### config.mk
export PLATFORM = sky130hd
export DESIGN_NAME = instr_scroll_disp_flat
export DESIGN_NICKNAME = d
export VERILOG_FILES = /design/src/rtl/instr_scroll_disp_if.sv /design/src/rtl/instr_scroll_disp.sv /design/src/flat_wrapper.sv
export SDC_FILE = /design/constraint.sdc
export NUM_CORES = 1
export LEC_CHECK = 0
export CAP_MARGIN = 20
export CELL_PAD_IN_SITES_DETAIL_PLACEMENT = 1
export CELL_PAD_IN_SITES_GLOBAL_PLACEMENT = 2
export CORE_MARGIN = 1.5
export CORE_UTILIZATION = 34
export CTS_CLUSTER_DIAMETER = 100
export DETAILED_ROUTE_END_ITERATION = 8
export GPL_ROUTABILITY_DRIVEN = 0
export PLACE_DENSITY_LB_ADDON = 0.25
export RECOVER_POWER = 50
export SLEW_MARGIN = 20
export SYNTH_ARGS = -nofsm -noshare
export SYNTH_HDL_FRONTEND = slang
export SYNTH_SLANG_ARGS = --single-unit
### constraint.sdc
create_clock -name clk -period 4.9 [get_ports clk]
set_clock_uncertainty 0.2 [all_clocks]
set_input_delay 0.98 -clock clk [delete_from_list [all_inputs] [get_ports clk]]
set_output_delay 0.98 -clock clk [all_outputs]
set_load 0.05 [all_outputs]
### src/rtl/instr_scroll_disp_if.sv
// instr_scroll_disp_if: capture/browse inputs and display outputs of instr_scroll_disp.
interface instr_scroll_disp_if #(
  parameter int unsigned NUM_DIGITS = 6,
  parameter int unsigned HIST_DEPTH = 4
);
  localparam int unsigned IW = $clog2(HIST_DEPTH);

  logic                    instr_valid;
  logic [31:0]             instr;
  logic                    hist_prev;
  logic [7*NUM_DIGITS-1:0] hex;
  logic [IW-1:0]           hist_idx;

  modport master (output instr_valid, instr, hist_prev, input hex, hist_idx);
  modport slave  (input instr_valid, instr, hist_prev, output hex, hist_idx);
endinterface

### src/rtl/instr_scroll_disp.sv
// instr_scroll_disp: captures RV32I instructions into a short history, decodes the
// selected entry into "mnemonic + rd" and scrolls it over an active-low 7-seg bank.
// Macro INSTR_SCROLL_DISP_HIST_EN enables multi-entry history and browsing; when it is
// undefined only the newest instruction is held and hist_prev is ignored.
module instr_scroll_disp #(
  parameter int unsigned NUM_DIGITS = 6,
  parameter int unsigned HIST_DEPTH = 4,
  parameter int unsigned SCROLL_DIV = 25_000_000
) (
  input logic                clk,
  input logic                reset,
  instr_scroll_disp_if.slave bus
);
  localparam int unsigned IW      = $clog2(HIST_DEPTH);
  localparam int unsigned CW      = IW + 1;
  localparam int unsigned DW      = $clog2(SCROLL_DIV + 1);
  localparam bit          SCROLL  = (NUM_DIGITS < 9);
  localparam int          POS_MAX = SCROLL ? 9 - int'(NUM_DIGITS) : 0;

  localparam logic [6:0] G_A  = 7'b0001000, G_D = 7'b0100001, G_I  = 7'b1001111;
  localparam logic [6:0] G_S  = 7'b0010010, G_T = 7'b0000111, G_E  = 7'b0000110;
  localparam logic [6:0] G_N  = 7'b0101011, G_R = 7'b0101111, G_O  = 7'b1000000;
  localparam logic [6:0] G_L  = 7'b1000111, G_U = 7'b1000001, G_LU = 7'b1100011;
  localparam logic [6:0] G_B  = 7'b0000011, G_Q = 7'b0011000, G_J  = 7'b1110001;
  localparam logic [6:0] G_P  = 7'b0001100, G_C = 7'b1000110, G_X  = 7'b0110111;
  localparam logic [6:0] G_Y  = 7'b0010001, G_G = 7'b1000010, G_BL = 7'b1111111;
  localparam logic [13:0] BL2 = {2{G_BL}};
  localparam logic [20:0] BL3 = {3{G_BL}};

  logic [31:0] w_entry;
  logic        w_empty;
  logic        w_chg;
  logic        w_unused;

`ifdef INSTR_SCROLL_DISP_HIST_EN
  localparam logic [IW-1:0] IDX_MAX = IW'(HIST_DEPTH - 1);
  localparam logic [CW-1:0] CNT_MAX = CW'(HIST_DEPTH);

  logic [31:0]   r_mem [HIST_DEPTH];
  logic [IW-1:0] r_wp;
  logic [IW-1:0] r_idx;
  logic [CW-1:0] r_count;
  logic          w_prev_ok;

  // Capture wins over browse; a capture changes the view when following newest or saturated.
  always_comb begin
    w_prev_ok = bus.hist_prev && !bus.instr_valid && (r_count != '0);
    w_chg     = bus.instr_valid ? ((r_idx == '0) || (r_idx == IDX_MAX)) : w_prev_ok;
    w_entry   = r_mem[r_wp - IW'(1) - r_idx];
    w_empty   = (r_count == '0);
  end

  // Write pointer, fill count and view offset.
  always_ff @(posedge clk) begin
    if (reset) begin
      r_wp    <= '0;
      r_count <= '0;
      r_idx   <= '0;
    end else if (bus.instr_valid) begin
      r_wp <= r_wp + IW'(1);
      if (r_count != CNT_MAX) r_count <= r_count + CW'(1);
      if ((r_idx != '0) && (r_idx != IDX_MAX)) r_idx <= r_idx + IW'(1);
    end else if (w_prev_ok) begin
      if ({1'b0, r_idx} == r_count - CW'(1)) r_idx <= '0;
      else                                   r_idx <= r_idx + IW'(1);
    end
  end

  // History storage; not reset, and a capture coincident with reset is dropped.
  always_ff @(posedge clk) begin
    if (!reset && bus.instr_valid) r_mem[r_wp] <= bus.instr;
  end

  assign bus.hist_idx = r_idx;
  assign w_unused     = ^{w_entry[31], w_entry[29:15]};
`else
  logic [31:0] r_mem0;
  logic        r_full;

  // Single-entry history: every capture is a view change.
  always_comb begin
    w_chg   = bus.instr_valid;
    w_entry = r_mem0;
    w_empty = !r_full;
  end

  // Tracks whether anything has been captured since reset.
  always_ff @(posedge clk) begin
    if (reset)                r_full <= 1'b0;
    else if (bus.instr_valid) r_full <= 1'b1;
  end

  // Newest-instruction register.
  always_ff @(posedge clk) begin
    if (!reset && bus.instr_valid) r_mem0 <= bus.instr;
  end

  assign bus.hist_idx = IW'(0);
  assign w_unused     = ^{w_entry[31], w_entry[29:15], bus.hist_prev};
`endif

  function automatic logic [6:0] dig_glyph(input logic [3:0] d);
    case (d)
      4'd0: dig_glyph = 7'b1000000;
      4'd1: dig_glyph = 7'b1111001;
      4'd2: dig_glyph = 7'b0100100;
      4'd3: dig_glyph = 7'b0110000;
      4'd4: dig_glyph = 7'b0011001;
      4'd5: dig_glyph = 7'b0010010;
      4'd6: dig_glyph = 7'b0000010;
      4'd7: dig_glyph = 7'b1111000;
      4'd8: dig_glyph = 7'b0000000;
      default: dig_glyph = 7'b0010000;
    endcase
  endfunction

  logic [41:0] w_mn;
  logic        w_known;
  logic        w_has_rd;
  logic [4:0]  w_rd;
  logic [6:0]  w_msg [9];

  // Opcode/funct3/funct7[5] to six-glyph mnemonic and rd visibility.
  always_comb begin
    w_mn     = {BL3, BL3};
    w_known  = 1'b1;
    w_has_rd = 1'b1;
    case (w_entry[6:0])
      7'b0110011:
        case (w_entry[14:12])
          3'd0: w_mn = w_entry[30] ? {G_S, G_LU, G_B, BL3} : {G_A, G_D, G_D, BL3};
          3'd1: w_mn = {G_S, G_L, G_L, BL3};
          3'd2: w_mn = {G_S, G_L, G_T, BL3};
          3'd4: w_mn = {G_X, G_O, G_R, BL3};
          3'd6: w_mn = {G_O, G_R, BL2, BL2};
          3'd7: w_mn = {G_A, G_N, G_D, BL3};
          default: w_mn = {G_A, G_L, G_U, BL3};
        endcase
      7'b0010011:
        case (w_entry[14:12])
          3'd0: w_mn = {G_A, G_D, G_D, G_I, BL2};
          3'd4: w_mn = {G_X, G_O, G_R, G_I, BL2};
          3'd6: w_mn = {G_O, G_R, G_I, BL3};
          3'd7: w_mn = {G_A, G_N, G_D, G_I, BL2};
          default: w_mn = {G_A, G_L, G_U, G_I, BL2};
        endcase
      7'b0000011: w_mn = {G_L, G_O, G_A, G_D, BL2};
      7'b0100011: begin
        w_mn     = {G_S, G_T, G_O, G_R, BL2};
        w_has_rd = 1'b0;
      end
      7'b1100011: begin
        w_has_rd = 1'b0;
        case (w_entry[14:12])
          3'd0: w_mn = {G_B, G_E, G_Q, BL3};
          3'd1: w_mn = {G_B, G_N, G_E, BL3};
          3'd4: w_mn = {G_B, G_L, G_T, BL3};
          3'd5: w_mn = {G_B, G_G, G_E, BL3};
          default: w_mn = {G_B, G_R, G_A, BL3};
        endcase
      end
      7'b1101111: w_mn = {G_J, G_A, G_L, BL3};
      7'b1100111: w_mn = {G_J, G_A, G_L, G_R, BL2};
      7'b0110111: w_mn = {G_L, G_U, G_I, BL3};
      7'b0010111: w_mn = {G_A, G_U, G_I, G_P, G_C, G_BL};
      7'b1110011: begin
        w_mn     = {G_S, G_Y, G_S, G_T, G_E, G_N};
        w_has_rd = 1'b0;
      end
      default: begin
        w_known  = 1'b0;
        w_has_rd = 1'b0;
      end
    endcase
  end

  // Nine-character message: mnemonic, blank, two-digit rd.
  always_comb begin
    w_rd = w_entry[11:7];
    for (int unsigned i = 0; i < 6; i++) w_msg[i] = w_known ? w_mn[7*(5-i) +: 7] : G_BL;
    w_msg[6] = G_BL;
    w_msg[7] = w_has_rd ? dig_glyph(4'(w_rd / 5'd10)) : G_BL;
    w_msg[8] = w_has_rd ? dig_glyph(4'(w_rd % 5'd10)) : G_BL;
  end

  logic [3:0]              r_pos;
  logic [DW-1:0]           r_div;
  logic [7*NUM_DIGITS-1:0] w_hex;
  logic [7*NUM_DIGITS-1:0] r_hex;

  // Scroll prescaler and window position; restart on any view change.
  always_ff @(posedge clk) begin
    if (reset || w_chg) begin
      r_pos <= '0;
      r_div <= '0;
    end else if (SCROLL) begin
      if (r_div == DW'(SCROLL_DIV - 1)) begin
        r_div <= '0;
        r_pos <= (r_pos == 4'(POS_MAX)) ? '0 : r_pos + 4'd1;
      end else begin
        r_div <= r_div + DW'(1);
      end
    end
  end

  // Leftmost digit shows char pos; characters past the message end are blank.
  always_comb begin
    w_hex = '1;
    for (int unsigned k = 0; k < NUM_DIGITS; k++) begin
      int unsigned c;
      c = 32'(r_pos) + NUM_DIGITS - 1 - k;
      if (!w_empty && (c < 9)) w_hex[7*k +: 7] = w_msg[c[3:0]];
    end
  end

  // Registered segment outputs.
  always_ff @(posedge clk) begin
    if (reset) r_hex <= '1;
    else       r_hex <= w_hex;
  end

  assign bus.hex = r_hex;
endmodule

### src/flat_wrapper.sv
// flat-port wrapper written by rule: the top's interface ports become plain ports
module instr_scroll_disp_flat 
#(
  parameter int unsigned NUM_DIGITS = 6,
  parameter int unsigned HIST_DEPTH = 4,
  parameter int unsigned SCROLL_DIV = 25_000_000
)
  (clk, reset, bus_instr_valid, bus_instr, bus_hist_prev, bus_hex, bus_hist_idx);
  instr_scroll_disp_if #(.NUM_DIGITS(NUM_DIGITS), .HIST_DEPTH(HIST_DEPTH)) bus_i ();
  input logic clk;
  input logic reset;
  input wire logic [$bits(bus_i.instr_valid)-1:0] bus_instr_valid;
  input wire logic [$bits(bus_i.instr)-1:0] bus_instr;
  input wire logic [$bits(bus_i.hist_prev)-1:0] bus_hist_prev;
  output wire logic [$bits(bus_i.hex)-1:0] bus_hex;
  output wire logic [$bits(bus_i.hist_idx)-1:0] bus_hist_idx;
  assign bus_i.instr_valid = bus_instr_valid;
  assign bus_i.instr = bus_instr;
  assign bus_i.hist_prev = bus_hist_prev;
  assign bus_hex = bus_i.hex;
  assign bus_hist_idx = bus_i.hist_idx;
  instr_scroll_disp #(.NUM_DIGITS(NUM_DIGITS), .HIST_DEPTH(HIST_DEPTH), .SCROLL_DIV(SCROLL_DIV)) u_core (.clk(clk), .reset(reset), .bus(bus_i));
endmodule
# ---- After elaboration in Yosys (flattened, before gate mapping)
# Memories as Yosys holds them, arrays and structs flattened.
# Index checks and enable logic that the tools add are counted.
dict set report word_totals {
  inputBits 36
  elab_cells 118
  mem_bits_rw 0
  romBits 224
  register_bits 103
  mem_count 2
  latchBits 0
  out_inout_bits 44
}
dict set report classes {
  n_mul 0
  reduce_logical 19
  n_eq_ne 18
  n_bitwise 12
  n_lt_le_gt_ge 12
  n_mux 34
  shifts 0
  div 2
  add_sub_neg 9
}
# memory depth width rd rd_ports_with_merged_regs write_ports line
set memory_table {}
lappend memory_table {{(no name shown)} 16 7 1 0 0 instr_scroll_disp.sv:103} ;# case (d)
lappend memory_table {{(no name shown)} 16 7 1 0 0 instr_scroll_disp.sv:103}
# operator count
set ops {}
lappend ops {{$pmux 42 s10} 1}
lappend ops {{$pmux 42 s6} 1}
lappend ops {{$lt 32x4->1 const B} 6}
lappend ops {{$bmux 7 s4} 6}
lappend ops {{$pmux 42 s4} 1}
lappend ops {{$mux 7} 20}
lappend ops {{$pmux 35 s4} 1}
lappend ops {{$sub 32x1->32 const B} 2}
lappend ops {{$sub 32x2->32 const B} 2}
lappend ops {{$sub 32x3->32 const B} 2}
lappend ops {{$mux 40} 1}
lappend ops {{$ge 5x5->1 const B} 6}
lappend ops {{$not 4->5} 6}
lappend ops {{$eq 7x7->1 const B} 4}
lappend ops {{$add 25x1->25 const B} 1}
lappend ops {{$eq 25x25->1 const B} 1}
lappend ops {{$eq 7x6->1 const B} 3}
lappend ops {{$eq 7x5->1 const B} 2}
lappend ops {{$reduce_or 2->1} 7}
lappend ops {{$eq 3x3->1 const B} 4}
lappend ops {{$reduce_or 10->1} 1}
lappend ops {{$eq 7x2->1 const B} 1}
lappend ops {{$logic_and 1x1->1} 7}
lappend ops {{$reduce_or 7->1} 1}
lappend ops {{13 further kinds} 19}

# ---- Logic depth before layout (Yosys ltp)
dict set report depth {
  word_depth 7
  mapped_depth 18
  ltp_nobuf 13
}

# ---- Least setup slack after synthesis
# OpenSTA, ideal clock, no wires.
dict set report synth_timing {
  path_type {reg-to-reg}
  from {register u_core.r_pos[0]}
  to {register u_core.r_hex[11], in the netlist u_core.bus.hex[11]}
  setup_ns 0.132
  period_less_slack_ns 4.378
  path_slack_ns 0.522
  arrival_time_ns 4.046
  required_ns 4.568
  n_path_buf 7
  path_stages_with_launch 17
  cell_sequence {dfxtp_1 -> buf_2 -> inv_1 -> clkbuf_1 -> clkbuf_1 -> ha_1 -> clkbuf_1 -> inv_1 -> clkbuf_1 -> clkbuf_1 -> clkbuf_1 -> ha_1 -> o21ai_0 -> xnor2_1 -> nor2_1 -> a221oi_1 -> o21ai_0}
}
dict set report synth_via {
  elab_chain_cells 7
  elab_cells_between_ends 11
  cone_classes {add/sub (3); order compare (1); mux (3); bitwise (2); reduce/logical (2)}
}
# element line
set synth_lines {}
lappend synth_lines {{start: declaration} instr_scroll_disp.sv:186} ;# logic [3:0] r_pos;
lappend synth_lines {{start signal: assignment} instr_scroll_disp.sv:199} ;# r_pos <= (r_pos == 4'(POS_MAX)) ? '0 : r_pos + 4'd1;
lappend synth_lines {{$add 4x3->5 *} instr_scroll_disp.sv:211} ;# c = 32'(r_pos) + NUM_DIGITS - 1 - k;
lappend synth_lines {{$sub 32x1->32 * (2 in series)} instr_scroll_disp.sv:211}
lappend synth_lines {{$lt 32x4->1 or $not 4->5 (tied branches)} instr_scroll_disp.sv:212} ;# if (!w_empty && (c < 9)) w_hex[7*k +: 7] = w_msg[c[3:0]];
lappend synth_lines {{$logic_and 1x1->1 or $bmux 7 s4 (tied branches)} instr_scroll_disp.sv:212}
lappend synth_lines {{$not 1->1 (no line) or $mux 7 (tied branches)} -}
lappend synth_lines {{$reduce_or 2->1 (no line) or $mux 7 (tied branches)} -}
lappend synth_lines {{end signal: assignment} instr_scroll_disp.sv:219} ;# else r_hex <= w_hex;
lappend synth_lines {{end: declaration} instr_scroll_disp.sv:189} ;# logic [7*NUM_DIGITS-1:0] r_hex;
# Mark *: on every way between the ends. The rest lies on a longest branch, timed or not. The select of a mux whose other input is x is not followed.
# A chain may end at the register's enable or synchronous reset.

# ---- Worst setup path in the final report
dict set report layout_timing {
  from {register u_core.r_mem0[9]}
  to {register u_core.r_hex[25], in the netlist u_core.bus.hex[25]}
}
dict set report layout_via {
  elab_chain_cells 6
  elab_cells_between_ends 9
  cone_classes {div (2); mux (5); memory (2)}
}
# element line
set layout_lines {}
lappend layout_lines {{start: declaration} instr_scroll_disp.sv:77} ;# logic [31:0] r_mem0;
lappend layout_lines {{start signal: assignment} instr_scroll_disp.sv:95} ;# if (!reset && bus.instr_valid) r_mem0 <= bus.instr;
lappend layout_lines {{$mod 5x4->5 or $div 5x4->5 (tied branches)} {instr_scroll_disp.sv:183, instr_scroll_disp.sv:182}}
lappend layout_lines {{$mem_v2 16x7} -}
lappend layout_lines {{$mux 7 (on tied branches)} {instr_scroll_disp.sv:183, instr_scroll_disp.sv:182}}
lappend layout_lines {{$bmux 7 s4 *} instr_scroll_disp.sv:212}
lappend layout_lines {{$mux 7 (not written as such) * (2 in series)} instr_scroll_disp.sv:212}
# Marked as above.

==> results.py <==
metrics = {
    "run_status": {
        "status": "finished, violations left",
        "violations": "max-capacitance violations, max-slew violations",
    },
    "power_and_ir_drop": {
        "p_per_area_nw_per_um2": 216,
        "combPwrFrac_pct": 13.7,
        "p_sw_uw": 500,
        "ir_drop_mv": 0.160,
        "internal_power_mw": 1.21,
        "power.leakage_nw": 2.61,
        "seqPwrFrac_pct": 45.6,
        "sw_frac_of_total_pct": 29.2,
        "pwr-share-clk_pct": 40.7,
    },
    "placed_design": {
        "placed_cells": 1160,
        "portBuffers": 60,
        "dp_hpwl_um": 19200,
    },
    "floorplanning": {
        "die_x_um": 145,
        "dieArea_um2": 21000,
        "start_util_pct": 34.9,
        "std_cell_rows": 51,
        "io_pins": 80,
        "core_um2": 19600,
        "die_y_um": 145,
    },
    "yosys": {
        "synthAdderAreaFrac_pct": 4.76,
        "synthMuxAreaShare_pct": 2.14,
        "syn_area_um2": 6840,
        "synth-xor-area-share_pct": 5.74,
        "synth_warnings": 0,
        "ys_seq_area_share_pct": 28.1,
        "synth_edf_count": 16,
        "synth_compound_area_share_pct": 27.4,
        "synthSimpleGateAreaFrac_pct": 26.6,
        "avgSynthCellArea_um2": 7.79,
        "synth_top_family_by_area": "compound AO/OA/AOI/OAI gates",
        "synthFlopType": "dfxtp_1",
        "synth-seq-cells": 88,
        "async_flop_share_pct": 0,
        "synth_cell_types": 90,
        "syn-instance-count": 878,
    },
    "clocking": {
        "clockRootBuffer": "clkbuf_16",
        "cts.clk_slew.worst_paths_ns": 0.07,
        "cts_hold_buf": 0,
        "cts_tree": "done",
        "post_cts_buffers": 0,
        "numCtsBuffers": 9,
        "clock_path_buffers": 2,
        "cts_num_sinks": 88,
        "clock_latency_ns": 0.36,
        "htree_levels": 3,
        "cts_resized": 0,
    },
    "sta": {
        "slew_headroom_pct": -15.3,
        "finalSetupTns_ns": 0,
        "hold_viol": 0,
        "period_minus_slack_ns": 4.21,
        "final.period_utilization_pct": 86.0,
        "tightest_slew_ns": 1.73,
        "timing.fmax_ghz": 0.237,
        "setup_viol": 0,
        "grt_setup_unrepaired": "no",
        "slew_violations": 17,
    },
    "critical_path": {
        "crit_type": "reg -> reg",
        "critical_path.max_fanout": 12,
        "crit_arrival_ns": 4.19,
        "required_ns": 4.87,
        "slowest_stage": "a21oi_1",
        "cpMostUsedCell": "ha_1",
        "crit_chain": "nor2b_1 -> nor2_1 -> ha_1 -> o311ai_0 -> nand3_1 -> xnor2_1 -> ha_1 -> and2_1 -> mux2i_1 -> a21oi_1 -> o211ai_1",
        "cp-end-kind": "flip-flop",
        "crit_path_max_incr_delay_ns": 0.76,
        "startpoint_type": "flip-flop",
    },
    "global_route": {
        "grt.total_usage_pct": 25.1,
        "use_met3_pct": 4.28,
        "gr-usage-met2_pct": 40.3,
        "grt_busiest_layer": "met2",
        "grt_pass1_wl_um": 39900,
        "grt_antenna_before_repair": 0,
        "grt_pass1_vias": 6997,
        "grt_max_degree": 47,
        "grt_remaining_overflow": 0,
        "met1_usage_pct": 33.3,
    },
    "detailed_routing": {
        "vias_per_cell": 6.01,
        "wl_per_cell_um": 21.8,
        "drt-pass1-iter-count": 5,
        "num_vias": 7066,
        "wl_um": 25700,
        "drt_iter0_drc": 526,
        "detail-route-antenna-nets": 0,
        "post-route-drc-count": 0,
    },
    "job": {
        "maxCapViolations": 1,
    },
    "layout": {
        "syn_to_final_growth_pct": 15.7,
        "final_core_util_pct": 40.4,
        "antennaDiodeCount": 0,
        "final_cells": 1176,
        "nets": 968,
        "drive_above_1_share_pct": 6.70,
    },
    "hold_path": {
        "hold_path_class": "reg -> reg",
    },
}
-- cell type report --
type / count / area (um2)
Clock buffer: 11 / 254
Inverter: 23 / 86.3
Timing Repair Buffer: 74 / 706
Clock inverter: 5 / 43.8
Fill cell: 2396 / 11700
Tap cell: 265 / 332
Multi-Input combinational cell: 710 / 4570
Sequential cell: 88 / 1920
-- worst paths after layout --
path                          from                  to  slack [ns]  depth (start not counted)
hold / removal     u_core.r_div[0]     u_core.r_div[0]        0.25                          1
setup / recovery  u_core.r_mem0[9]  u_core.bus.hex[25]        0.69                         11
hold reg to reg    u_core.r_div[0]     u_core.r_div[0]        0.25                          1
setup reg to reg  u_core.r_mem0[9]  u_core.bus.hex[25]        0.69                         11
-- through the flow --
step,area [um2],power [mW],hold slack (ns),worst slack [ns]
after floorplan,6840,0.949,0.218,0.522
after detailed placement,7620,1.03,0.239,0.808
after global placement,7620,1.02,0.228,1.03
final,7910,1.71,0.249,0.688
after global routing,7910,1.78,0.290,0.383
after CTS,7920,1.73,0.254,0.785
-- kinds of logic (layout without fill, tap and decap cells) --
group | Yosys count | in the layout
mux | 14 | 14
buf+inv | 81 | 113
compound gates | 263 | 263
other cells | 1 | 2
flops | 88 | 88
fa+ha+maj | 26 | 26
xor+xnor | 38 | 38
simple gates | 367 | 367
-- worst max-delay path: cells and delay by family (launching register included) --
kind	cells	cell delay [ns]
flip-flops	1	0.55
XOR/XNOR	1	0.44
adder cells (fa/ha/maj)	2	0.51
AO/OA/AOI/OAI	3	1.50
multiplexers	1	0.09
AND/OR/NAND/NOR	4	0.72
-- routing by layer --
metal,vias to the layer above,wire length (um)
met5,-,0
met4,0,831
met3,57,1730
met2,260,11700
met1,3426,11400
li1,3323,-
-- sequential cells by signal (all words and copies together) (netlist names) --
| register | cells |
|---|---|
| u_core.bus.hex | 42 |
| u_core.r_full | 1 |
| u_core.r_mem0 | 16 |
| u_core.r_pos | 4 |
| u_core.r_div | 25 |
-- cell usage in the layout, fill, tap and decap left out, types with 9 or more instances in the layout --
| master | instances |
|---|---|
| nor2_1 | 110 |
| o21ai_0 | 43 |
| dfxtp_1 | 72 |
| ha_1 | 26 |
| nor3_1 | 29 |
| clkbuf_16 | 10 |
| o211ai_1 | 19 |
| dlygate4sd3_1 | 54 |
| nor2b_1 | 13 |
| nand2_1 | 86 |
| inv_1 | 21 |
| a21oi_1 | 53 |
| nand3_1 | 36 |
| xor2_1 | 13 |
| a31oi_1 | 14 |
| or3_1 | 9 |
| xnor2_1 | 19 |
| buf_4 | 14 |
| o221ai_1 | 21 |
| nand4_1 | 13 |
| nand2b_1 | 15 |
| mux2i_1 | 9 |
| o2111ai_1 | 12 |
| edfxtp_1 | 16 |
-- Yosys cell counts (6+ instances only) --
| library cell | count | area share (%) |
|---|---|---|
| a211oi_1 | 8 | 0.88 |
| a21boi_0 | 7 | 0.77 |
| a21oi_1 | 53 | 3.9 |
| a221oi_1 | 6 | 0.77 |
| a31oi_1 | 14 | 1.3 |
| and2_1 | 6 | 0.55 |
| and3_1 | 7 | 0.64 |
| and3b_1 | 6 | 0.77 |
| buf_2 | 14 | 1.0 |
| clkbuf_1 | 35 | 1.9 |
| dfxtp_1 | 72 | 21 |
| edfxtp_1 | 16 | 7.0 |
| ha_1 | 26 | 4.8 |
| inv_1 | 21 | 1.2 |
| mux2i_1 | 9 | 1.3 |
| nand2_1 | 86 | 4.7 |
| nand2b_1 | 15 | 1.4 |
| nand3_1 | 36 | 2.6 |
| nand4_1 | 13 | 1.2 |
| nor2_1 | 110 | 6.0 |
| nor2b_1 | 13 | 1.2 |
| nor3_1 | 29 | 2.1 |
| nor3b_1 | 6 | 0.66 |
| nor4_1 | 7 | 0.64 |
| o2111ai_1 | 12 | 1.5 |
| o211ai_1 | 19 | 2.1 |
| o21ai_0 | 43 | 3.1 |
| o221ai_1 | 21 | 2.7 |
| o22ai_1 | 8 | 0.73 |
| or3_1 | 9 | 0.82 |
| xnor2_1 | 20 | 2.6 |
| xor2_1 | 13 | 1.7 |
-- power by group through the flow --
stage	logic (mW)	clock network [mW]	registers, mW
6_report	0.235	0.698	0.781
5_1_grt	0.253	0.747	0.784
4_1_cts	0.235	0.719	0.780
3_5_place_dp	0.234	0	0.797
3_3_place_gp	0.226	0	0.795
2_1_floorplan	0.167	0	0.782
Note: power is estimated with default switching activity, not from simulation.
